[config.mk]
export PLATFORM = sky130hd
export DESIGN_NAME = ticket_vendor_core
export DESIGN_NICKNAME = d
export VERILOG_FILES = /design/src/rtl/ticket_vendor_pkg.sv /design/src/rtl/ticket_change_dispenser.sv /design/src/rtl/ticket_vendor_core.sv
export SDC_FILE = /design/constraint.sdc
export NUM_CORES = 1
export LEC_CHECK = 0
export ABC_AREA = 1
export CORE_MARGIN = 2
export CORE_UTILIZATION = 40
export CTS_CLUSTER_DIAMETER = 150
export DETAILED_ROUTE_END_ITERATION = 8
export DONT_BUFFER_PORTS = 1
export GPL_TIMING_DRIVEN = 0
export PLACE_DENSITY = 0.63
export SLEW_MARGIN = 5
export SYNTH_ARGS = -nofsm -noshare
export SYNTH_HDL_FRONTEND = slang
export SYNTH_HIERARCHICAL = 1
export SYNTH_SLANG_ARGS = --single-unit
[constraint.sdc]
create_clock -name clk -period 9.37 [get_ports clk]
set_clock_uncertainty 0.1 [all_clocks]
set_input_delay 0.937 -clock clk [delete_from_list [all_inputs] [get_ports clk]]
set_output_delay 0.937 -clock clk [all_outputs]
set_load 0.05 [all_outputs]
[src/rtl/ticket_vendor_pkg.sv]
// ticket_vendor_pkg
// Shared definitions for the ticket vending controller:
//   - state_t        : controller state encoding (also driven on state_o)
//   - COIN_*         : coin codes shared by coin_sel and change_coin
//   - coin_value()   : coin code -> money value (unused code -> 0)
//   - DEFAULT_PRICES : default packed price table, type i at bits [8i+7:8i]
package ticket_vendor_pkg;

    typedef enum logic [2:0] {
        S_IDLE    = 3'd0,
        S_TYPE    = 3'd1,
        S_AMOUNT  = 3'd2,
        S_PAYMENT = 3'd3,
        S_RELEASE = 3'd4,
        S_CHANGE  = 3'd5
    } state_t;

    localparam logic [1:0] COIN_1    = 2'd0;
    localparam logic [1:0] COIN_5    = 2'd1;
    localparam logic [1:0] COIN_10   = 2'd2;
    localparam logic [1:0] COIN_NONE = 2'd3;

    localparam logic [23:0] DEFAULT_PRICES = {8'd15, 8'd10, 8'd5};

    function automatic logic [7:0] coin_value(input logic [1:0] code);
        case (code)
            COIN_1:  return 8'd1;
            COIN_5:  return 8'd5;
            COIN_10: return 8'd10;
            default: return 8'd0;
        endcase
    endfunction

endpackage

[src/rtl/ticket_change_dispenser.sv]
// ticket_change_dispenser
// Holds the change still owed and pays it out one coin per step, always
// choosing the largest coin not exceeding the remaining amount (10, 5, 1).
// Ports:
//   clk, rst      : clock, asynchronous active-high reset
//   load          : load load_value as the amount owed (wins over step)
//   load_value    : amount to load
//   step          : pay out one coin if anything is owed
//   amount        : registered amount still owed
//   coin_valid    : registered one-cycle pulse per coin paid
//   coin          : registered code of the last coin paid
//   done          : nothing left to pay (combinational from amount)
module ticket_change_dispenser
    import ticket_vendor_pkg::*;
#(
    parameter int unsigned MONEY_W = 8
) (
    input  logic               clk,
    input  logic               rst,
    input  logic               load,
    input  logic [MONEY_W-1:0] load_value,
    input  logic               step,
    output logic [MONEY_W-1:0] amount,
    output logic               coin_valid,
    output logic [1:0]         coin,
    output logic               done
);

    logic [1:0] pick;

    // NOTE: every path assigns pick, so this always_comb cannot infer a latch.
    always_comb begin
        if (amount >= MONEY_W'(10)) begin
            pick = COIN_10;
        end else if (amount >= MONEY_W'(5)) begin
            pick = COIN_5;
        end else begin
            pick = COIN_1;
        end
    end

    assign done = (amount == '0);

    // NOTE: state registers use non-blocking assignments so every flop samples
    // pre-edge values regardless of statement order.
    always_ff @(posedge clk or posedge rst) begin
        if (rst) begin
            amount     <= '0;
            coin_valid <= 1'b0;
            coin       <= COIN_1;
        end else begin
            coin_valid <= 1'b0;
            if (load) begin
                amount <= load_value;
            end else if (step && !done) begin
                amount     <= amount - MONEY_W'(coin_value(pick));
                coin_valid <= 1'b1;
                coin       <= pick;
            end
        end
    end

endmodule

[src/rtl/ticket_vendor_core.sv]
// ticket_vendor_core
// Ticket vending controller: type selection, quantity selection, coin
// payment, timed ticket release and coin-by-coin change return.
// Optional feature macro: TVM_TIMEOUT_EN (inactivity timeout in TYPE,
// AMOUNT and PAYMENT; when undefined timeout_o is tied to 0).
// Ports:
//   clk, rst                 : clock, asynchronous active-high reset
//   tick                     : one-cycle seconds strobe
//   sel_valid, sel_type      : type select pulse and index
//   qty_inc, qty_dec         : quantity +1 / -1 pulses
//   confirm, cancel          : advance / abort pulses
//   coin_valid, coin_sel     : coin insert pulse and coin code
//   state_o, type_o, qty_o   : current state, latched type and quantity
//   total_o, paid_o, change_o: amount due, deposited, still to return
//   blink_o                  : blink phase (IDLE and RELEASE)
//   release_o                : one-cycle pulse on RELEASE entry
//   change_valid, change_coin: one pulse per returned coin
//   timeout_o                : one-cycle pulse when a timeout fires
module ticket_vendor_core
    import ticket_vendor_pkg::*;
#(
    parameter int unsigned          N_TYPES       = 3,
    parameter logic [8*N_TYPES-1:0] PRICES        = DEFAULT_PRICES,
    parameter int unsigned          MAX_QTY       = 3,
    parameter int unsigned          MONEY_W       = 8,
    parameter int unsigned          RELEASE_TICKS = 5,
    parameter int unsigned          BLINK_TICKS   = 1,
    parameter int unsigned          TIMEOUT_TICKS = 30
) (
    input  logic               clk,
    input  logic               rst,
    input  logic               tick,
    input  logic               sel_valid,
    input  logic [2:0]         sel_type,
    input  logic               qty_inc,
    input  logic               qty_dec,
    input  logic               confirm,
    input  logic               cancel,
    input  logic               coin_valid,
    input  logic [1:0]         coin_sel,
    output logic [2:0]         state_o,
    output logic [2:0]         type_o,
    output logic [3:0]         qty_o,
    output logic [MONEY_W-1:0] total_o,
    output logic [MONEY_W-1:0] paid_o,
    output logic [MONEY_W-1:0] change_o,
    output logic               blink_o,
    output logic               release_o,
    output logic               change_valid,
    output logic [1:0]         change_coin,
    output logic               timeout_o
);

    state_t             state, state_n;
    logic [2:0]         type_n;
    logic [3:0]         qty_n;
    logic [MONEY_W-1:0] total_n, paid_n;
    logic               blink_n, release_n;
    logic [15:0]        blink_cnt, blink_cnt_n, rel_cnt, rel_cnt_n;

    logic               sel_ok, coin_ok, pay_done, to_fire;
    logic [MONEY_W-1:0] price, coin_amt, paid_plus;
    logic               disp_load, disp_step, disp_done;
    logic [MONEY_W-1:0] disp_value;

    assign state_o   = state;
    assign sel_ok    = sel_valid && (32'(sel_type) < N_TYPES);
    assign coin_ok   = coin_valid && (coin_sel != COIN_NONE);
    assign coin_amt  = coin_ok ? MONEY_W'(coin_value(coin_sel)) : '0;
    assign paid_plus = paid_o + coin_amt;
    assign price     = MONEY_W'(PRICES[{type_o, 3'b000} +: 8]);
    // Completion looks at the registered deposit, so it lands one edge after the coin.
    assign pay_done  = (state == S_PAYMENT) && (paid_o >= total_o);

    always_comb begin
        state_n     = state;
        type_n      = type_o;
        qty_n       = qty_o;
        total_n     = total_o;
        paid_n      = paid_o;
        blink_n     = blink_o;
        blink_cnt_n = blink_cnt;
        rel_cnt_n   = rel_cnt;
        release_n   = 1'b0;
        disp_load   = 1'b0;
        disp_value  = '0;
        disp_step   = 1'b0;

        case (state)
            S_IDLE: begin
                if (sel_ok) begin
                    state_n = S_TYPE;
                    type_n  = sel_type;
                end
            end
            S_TYPE: begin
                if (cancel) begin
                    state_n = S_IDLE;
                end else if (confirm) begin
                    state_n = S_AMOUNT;
                    qty_n   = 4'd1;
                end else if (sel_ok) begin
                    type_n = sel_type;
                end else if (to_fire) begin
                    state_n = S_IDLE;
                end
            end
            S_AMOUNT: begin
                if (cancel) begin
                    state_n = S_IDLE;
                end else if (confirm) begin
                    state_n = S_PAYMENT;
                    total_n = price * MONEY_W'(qty_o);
                    paid_n  = '0;
                end else if (qty_inc && !qty_dec && qty_o < 4'(MAX_QTY)) begin
                    qty_n = qty_o + 4'd1;
                end else if (qty_dec && !qty_inc && qty_o > 4'd1) begin
                    qty_n = qty_o - 4'd1;
                end else if (to_fire) begin
                    state_n = S_IDLE;
                end
            end
            S_PAYMENT: begin
                if (pay_done) begin
                    state_n    = S_RELEASE;
                    release_n  = 1'b1;
                    disp_load  = 1'b1;
                    disp_value = paid_o - total_o;
                end else if (cancel) begin
                    state_n    = S_CHANGE;
                    paid_n     = paid_plus;
                    disp_load  = 1'b1;
                    disp_value = paid_plus;
                end else if (coin_ok) begin
                    paid_n = paid_plus;
                end else if (to_fire) begin
                    state_n    = S_CHANGE;
                    disp_load  = 1'b1;
                    disp_value = paid_o;
                end
            end
            S_RELEASE: begin
                if (tick) begin
                    if (rel_cnt == 16'(RELEASE_TICKS - 1)) begin
                        state_n = S_CHANGE;
                    end else begin
                        rel_cnt_n = rel_cnt + 16'd1;
                    end
                end
            end
            S_CHANGE: begin
                if (tick) begin
                    if (disp_done) begin
                        state_n = S_IDLE;
                        type_n  = '0;
                        qty_n   = '0;
                        total_n = '0;
                        paid_n  = '0;
                    end else begin
                        disp_step = 1'b1;
                    end
                end
            end
            default: state_n = S_IDLE;
        endcase

        // Blink runs only in IDLE and RELEASE and rests low elsewhere.
        if (state == S_IDLE || state == S_RELEASE) begin
            if (tick) begin
                if (blink_cnt == 16'(BLINK_TICKS - 1)) begin
                    blink_n     = ~blink_o;
                    blink_cnt_n = '0;
                end else begin
                    blink_cnt_n = blink_cnt + 16'd1;
                end
            end
        end else begin
            blink_n = 1'b0;
        end

        if (state_n != state) begin
            blink_cnt_n = '0;
            rel_cnt_n   = '0;
        end
    end

    always_ff @(posedge clk or posedge rst) begin
        if (rst) begin
            state     <= S_IDLE;
            type_o    <= '0;
            qty_o     <= 4'd1;
            total_o   <= '0;
            paid_o    <= '0;
            blink_o   <= 1'b0;
            release_o <= 1'b0;
            blink_cnt <= '0;
            rel_cnt   <= '0;
        end else begin
            state     <= state_n;
            type_o    <= type_n;
            qty_o     <= qty_n;
            total_o   <= total_n;
            paid_o    <= paid_n;
            blink_o   <= blink_n;
            release_o <= release_n;
            blink_cnt <= blink_cnt_n;
            rel_cnt   <= rel_cnt_n;
        end
    end

`ifdef TVM_TIMEOUT_EN
    logic [15:0] idle_cnt;
    logic        accepted, watched;

    always_comb begin
        case (state)
            S_TYPE:    accepted = sel_ok | confirm | cancel;
            S_AMOUNT:  accepted = qty_inc | qty_dec | confirm | cancel;
            S_PAYMENT: accepted = coin_ok | cancel;
            default:   accepted = 1'b0;
        endcase
    end

    assign watched = (state == S_TYPE) || (state == S_AMOUNT) || (state == S_PAYMENT);
    // A completed payment moves on by itself, so it never times out.
    assign to_fire = watched && tick && !accepted && !pay_done
                     && (idle_cnt == 16'(TIMEOUT_TICKS - 1));

    always_ff @(posedge clk or posedge rst) begin
        if (rst) begin
            idle_cnt  <= '0;
            timeout_o <= 1'b0;
        end else begin
            timeout_o <= to_fire;
            if (!watched || accepted || state_n != state) begin
                idle_cnt <= '0;
            end else if (tick) begin
                idle_cnt <= idle_cnt + 16'd1;
            end
        end
    end
`else
    assign to_fire   = 1'b0;
    assign timeout_o = 1'b0;
`endif

    ticket_change_dispenser #(
        .MONEY_W(MONEY_W)
    ) u_dispenser (
        .clk        (clk),
        .rst        (rst),
        .load       (disp_load),
        .load_value (disp_value),
        .step       (disp_step),
        .amount     (change_o),
        .coin_valid (change_valid),
        .coin       (change_coin),
        .done       (disp_done)
    );

endmodule

Word-level counts from Yosys, hierarchy flattened. Index checks and enable logic that the tools add are counted.

Add/subtract/negate cells: 7. Multiply operators: 1. Magnitude comparators: 6. Equal/unequal tests: 26. Shift-type cells: 1. Multiplexer cells: 71. Bitwise gates (word level): 2. Reduce and logical (&&, ||, !) cells: 33.

Operator list (number): two-way mux 8 bit (17); two-way mux 16 bit (8); two-way mux 3 bit (16); one-hot mux 4 bit (3 select lines) (3); adder 16 x 1 -> 16 bit (second input constant) (2); two-way mux 4 bit (8); one-hot mux 8 bit (3 select lines) (1); variable part select 24 x 7 -> 8 bit (first input constant) (1); inequality test 2 bit (second input constant) (10); one-hot mux 3 bit (6 select lines) (1); equality test 16 x 3 -> 1 bit (second input constant) (1); logical NOT 16 bit (1); one-hot mux 8 bit (2 select lines) (1); subtractor 8 bit (2); two-way mux 1 bit (14); AND reduction 5 bit (2); nonzero test 2 bit (5); one-hot mux 3 bit (3 select lines) (1); nonzero test 3 bit (3); adder 8 bit (1); >= comparator 8 x 3 -> 1 bit (second input constant) (1); >= comparator 8 x 4 -> 1 bit (second input constant) (1); >= comparator 8 bit (1); logical AND 1 bit (8); other kinds (25) (38).

Register bits after elaboration: 71. Input bits: 14. Output and inout bits: 40.

Longest topological paths before layout.
Depth after elaboration: 10. Depth in mapped cells: 20. Mapped depth without buffers: 20.

By module. Netlist, hierarchy kept.

Modules (own cells, without submodules): ticket_vendor_core (instances 1, cells an instance 671, area an instance 4859.7 µm², sequential area each 1502.7 µm²); ticket_change_dispenser (instances 1, cells an instance 126, area an instance 837.1 µm², sequential area each 275.3 µm²).

Worst setup path before layout. Ideal clock, no wire load.

Path type: reg-to-reg. Start point: reg type_o[0]. End point: reg total_o[7]. Arrival: 3.363 ns. Slack: 5.780 ns. Cell stages (with the launch flop): 17. Path buffers: 0. Path through: dfrtp_1 > inv_1 > ha_1 > o21ai_0 > nor2_1 > inv_1 > fa_1 > fa_1 > inv_1 > ha_1 > nand3_1 > nand3_1 > nand2_1 > nand2_1 > a21oi_1 > xor2_1 > o21ai_0.

Longest elaborated chain between the ends: 5.

RTL lines: start: declaration (RTL line ticket_vendor_core.sv:42) `output logic [2:0] type_o,`; start signal: assignment (RTL line ticket_vendor_core.sv:200) `type_o <= type_n;`; variable part select 24 x 7 -> 8 bit (RTL line ticket_vendor_core.sv:71) `assign price = MONEY_W'(PRICES[{type_o, 3'b000} +: 8]);`; multiplier 8 x 4 -> 8 bit (RTL line ticket_vendor_core.sv:113) `total_n = price * MONEY_W'(qty_o);`; two-way mux 8 bit (RTL line ticket_vendor_core.sv:111) `end else if (confirm) begin`; two-way mux 8 bit (RTL line ticket_vendor_core.sv:109) `if (cancel) begin`; one-hot mux 8 bit (2 select lines) (RTL line ticket_vendor_core.sv:89) `case (state)`; end signal: assignment (RTL line ticket_vendor_core.sv:202) `total_o <= total_n;`; end: declaration (RTL line ticket_vendor_core.sv:44) `output logic [MONEY_W-1:0] total_o,`.

Every way passes these cells. The select of a mux whose other input is x is not followed. A chain may end at the register's enable or synchronous reset.

Final worst setup path. Ends and elaborated chain as after synthesis.

==> impl_metrics.tcl <==
set metrics [dict create \
    status "complete, no violations" \
    postCtsResizedCells 0 \
    numPortBuffers 0 \
    met1_length_um 6110 \
    final_common_cell "nand2_1" \
    viasPerCell 4.95 \
    crit_top_cell "inv_1" \
    chipHeight_um 123 \
    synth_area_um2 5700 \
    seq_area_frac_synth 0.312 \
    dp.final_hpwl_um 10100 \
    period_needed_ps 4040 \
    cp_cell_sequence "inv_1 -> ha_1 -> o21ai_0 -> nor2_1 -> inv_1 -> fa_1 -> fa_1 -> inv_1 -> ha_1 -> nand3_1 -> nand3_1 -> nand2_1 -> nand2_1 -> a21oi_1 -> xor2_1 -> o21ai_0" \
    initial_core_util 0.410 \
    powerDensity_nw_per_um2 289 \
    critPathBufInv 3 \
    num_rows 43 \
    routedWlPerCell_um 13.4 \
    synthTopCellsByArea "dfrtp_1 (31%), nand2_1 (12%), ha_1 (8.1%)" \
    drt_iter0_drc 246 \
    cts_root_buf "clkbuf_16" \
    wirelength_um 13300 \
    first_pass_iters 5 \
    power.net_switching_uw 936 \
    clk_pin_slew_worst_paths_ps 60 \
    endpoint_kind "flop" \
    critPathLaunchType "flop" \
    r2r_slack_ps 5330 \
    internal_power_uw 864 \
    grt_antenna_before_repair 0 \
    post-cts-setup-buffers 0 \
    insertion_delay_ps 340 \
    clock.fmax_mhz 247 \
    critPathTopFamily "adder cells" \
    pwr-share-comb 0.443 \
    place.gp.congestion 0.887 \
    syn_avg_cell_area_um2 7.15 \
    hold_buffers 0 \
    pwr-share-seq 0.362 \
    gr-total-overflow 0 \
    met3WireLength_um 545 \
    htree_levels 3 \
    holdCritPathClass "primary input to asynchronous set/reset pin" \
    io_pins 54 \
    ir_worst_vdd_mv 0.169 \
    swShare 0.520 \
    cp_data_required_time_ps 9490 \
    period_share 0.431 \
    crit_fanout 4 \
    hold_violations 0 \
    reg2reg_from "type_o[0]" \
    rsz0062_at_grt "false" \
    ys_ff_latch 71 \
    yosysUniqueCellTypes 44 \
    rr_worst_depth 16 \
    final_cell_mix "nand2_1 (184), inv_1 (122), nor2_1 (84), dfrtp_1 (70), nand3_1 (55)" \
    route.detailed.drc 0 \
    postRouteAntennaNets 0 \
    clock_path_buffers 2 \
    max_stage_delay_ps 650 \
    grt_max_degree 61 \
    power.leakage_uw 0.00306 \
    synth_warnings 6 \
    clockPowerShare 0.195 \
    drive_above_1_share 0.118 \
    critPathKind "flop to flop" \
    critPathArrivalTime_ps 4160 \
    syn_nets 855 \
    wl_met2_um 6390 \
    finalSetupViolations 0 \
    drv_cap 0 \
    regToRegEndpoint "total_o[7]" \
    critPathSlowestCell "dfrtp_1" \
    core-area_um2 13900 \
    setup_slack_ps 5330 \
    syn_inst 797 \
    setup_tns_ps 0 \
    synth_top_area_cell "dfrtp_1" \
    grt_pass1_wl_um 22800 \
    area_delta_synth_final_pct 9.25 \
    dieArea_um2 15200 \
    cts_tree "built" \
    grt_pass1_vias 4712 \
    numCtsBuffers 9 \
    place_ws_ps 5390 \
    clock_sinks 71 \
    num_vias 4907 \
    routed.top_layer "met4" \
    report.final.slew_viol_count 0 \
    synth.top_cell.area_share 0.307 \
    grtUsageTotal 0.190 \
    tightest_slew_ps 771 \
    die_w_um 123 \
    antennaDiodeCount 0 \
    nets 866 \
    slew_headroom 0.486 \
]
layout make-up:
class,instances,area [um2]
Inverter,136,513
Fill cell,1463,7660
Clock inverter,3,42.5
Sequential cell,71,1780
Multi-Input combinational cell,580,3330
Buffer,10,73.8
Tap cell,180,225
Clock buffer,12,256
per-stage QoR:
| step | hold WS [ps] | instance area (um2) | total power, uW | instances | utilization |
|---|---|---|---|---|---|
| 2_1_floorplan | 428 | 5700 | 1270 | 797 | - |
| 3_3_place_gp | 448 | 5920 | 1440 | 977 | 0.427 |
| 3_5_place_dp | 457 | 5920 | 1460 | 977 | 0.427 |
| 4_1_cts | 390 | 6220 | 1820 | 992 | 0.448 |
| 5_1_grt | 419 | 6220 | 1950 | 992 | 0.448 |
| 6_report | 383 | 6220 | 1800 | 992 | 0.448 |
flip-flops by register name, indices dropped and copies added, names as in the netlist, 2 cells and up:
register and cells:
rel_cnt 16, blink_cnt 16, type_o 3, qty_o 4, u_dispenser/coin 2, u_dispenser/amount 8, paid_o 8, state_o 3
total_o 8
worst max path at each step:
| stage | startpoint | endpoint | slack [ps] | depth (start not counted) |
|---|---|---|---|---|
| finish | type_o[0] | total_o[7] | 5330 | 16 |
| global route | type_o[0] | total_o[7] | 5120 | 16 |
| CTS | type_o[0] | total_o[7] | 5350 | 16 |
| detailed placement | type_o[0] | total_o[7] | 5390 | 16 |
| global placement | type_o[0] | total_o[7] | 5410 | 16 |
| floorplan | type_o[0] | total_o[7] | 5780 | 16 |
cell families (layout without fill, tap and decap cells):
kind of cell | count (synthesis) | in the layout | synth area share
XOR/XNOR | 29 | 29 | 0.0446
AND/OR/NAND/NOR | 416 | 416 | 0.346
AO/OA/AOI/OAI | 90 | 90 | 0.0881
buffers and inverters | 146 | 161 | 0.103
flip-flops | 71 | 71 | 0.312
other | 1 | 1 | 0.000658
adder cells (fa/ha/maj) | 44 | 44 | 0.106
synthesized netlist by cell type (all sizes together):
cell type  count
a21oi         28
a22oi          3
a31oi          2
and2           3
buf            7
clkbuf         3
clkinv         1
conb           1
dfrtp         70
dfstp          1
fa             7
ha            37
inv          135
nand2        194
nand3         59
nand3b         3
nand4         18
nor2         125
nor3          12
nor3b          1
o2111ai        1
o211ai         2
o21ai         46
o21bai         1
o22ai          5
o31ai          2
or2            1
xnor2          9
xor2          20
per-layer routing:
layer | global-route usage | vias up
met5 | 0 | -
met4 | 0.0781 | 0
met3 | 0.0383 | 17
met2 | 0.308 | 75
met1 | 0.246 | 2275
li1 | - | 2540
power by group through the flow:
stage	clock network (uW)	registers (uW)	logic, uW
finish	352	652	797
global route	373	665	915
CTS	361	653	808
detailed placement	0	659	800
global placement	0	658	786
floorplan	0	628	644
Note: power is estimated with default switching activity, not from simulation.
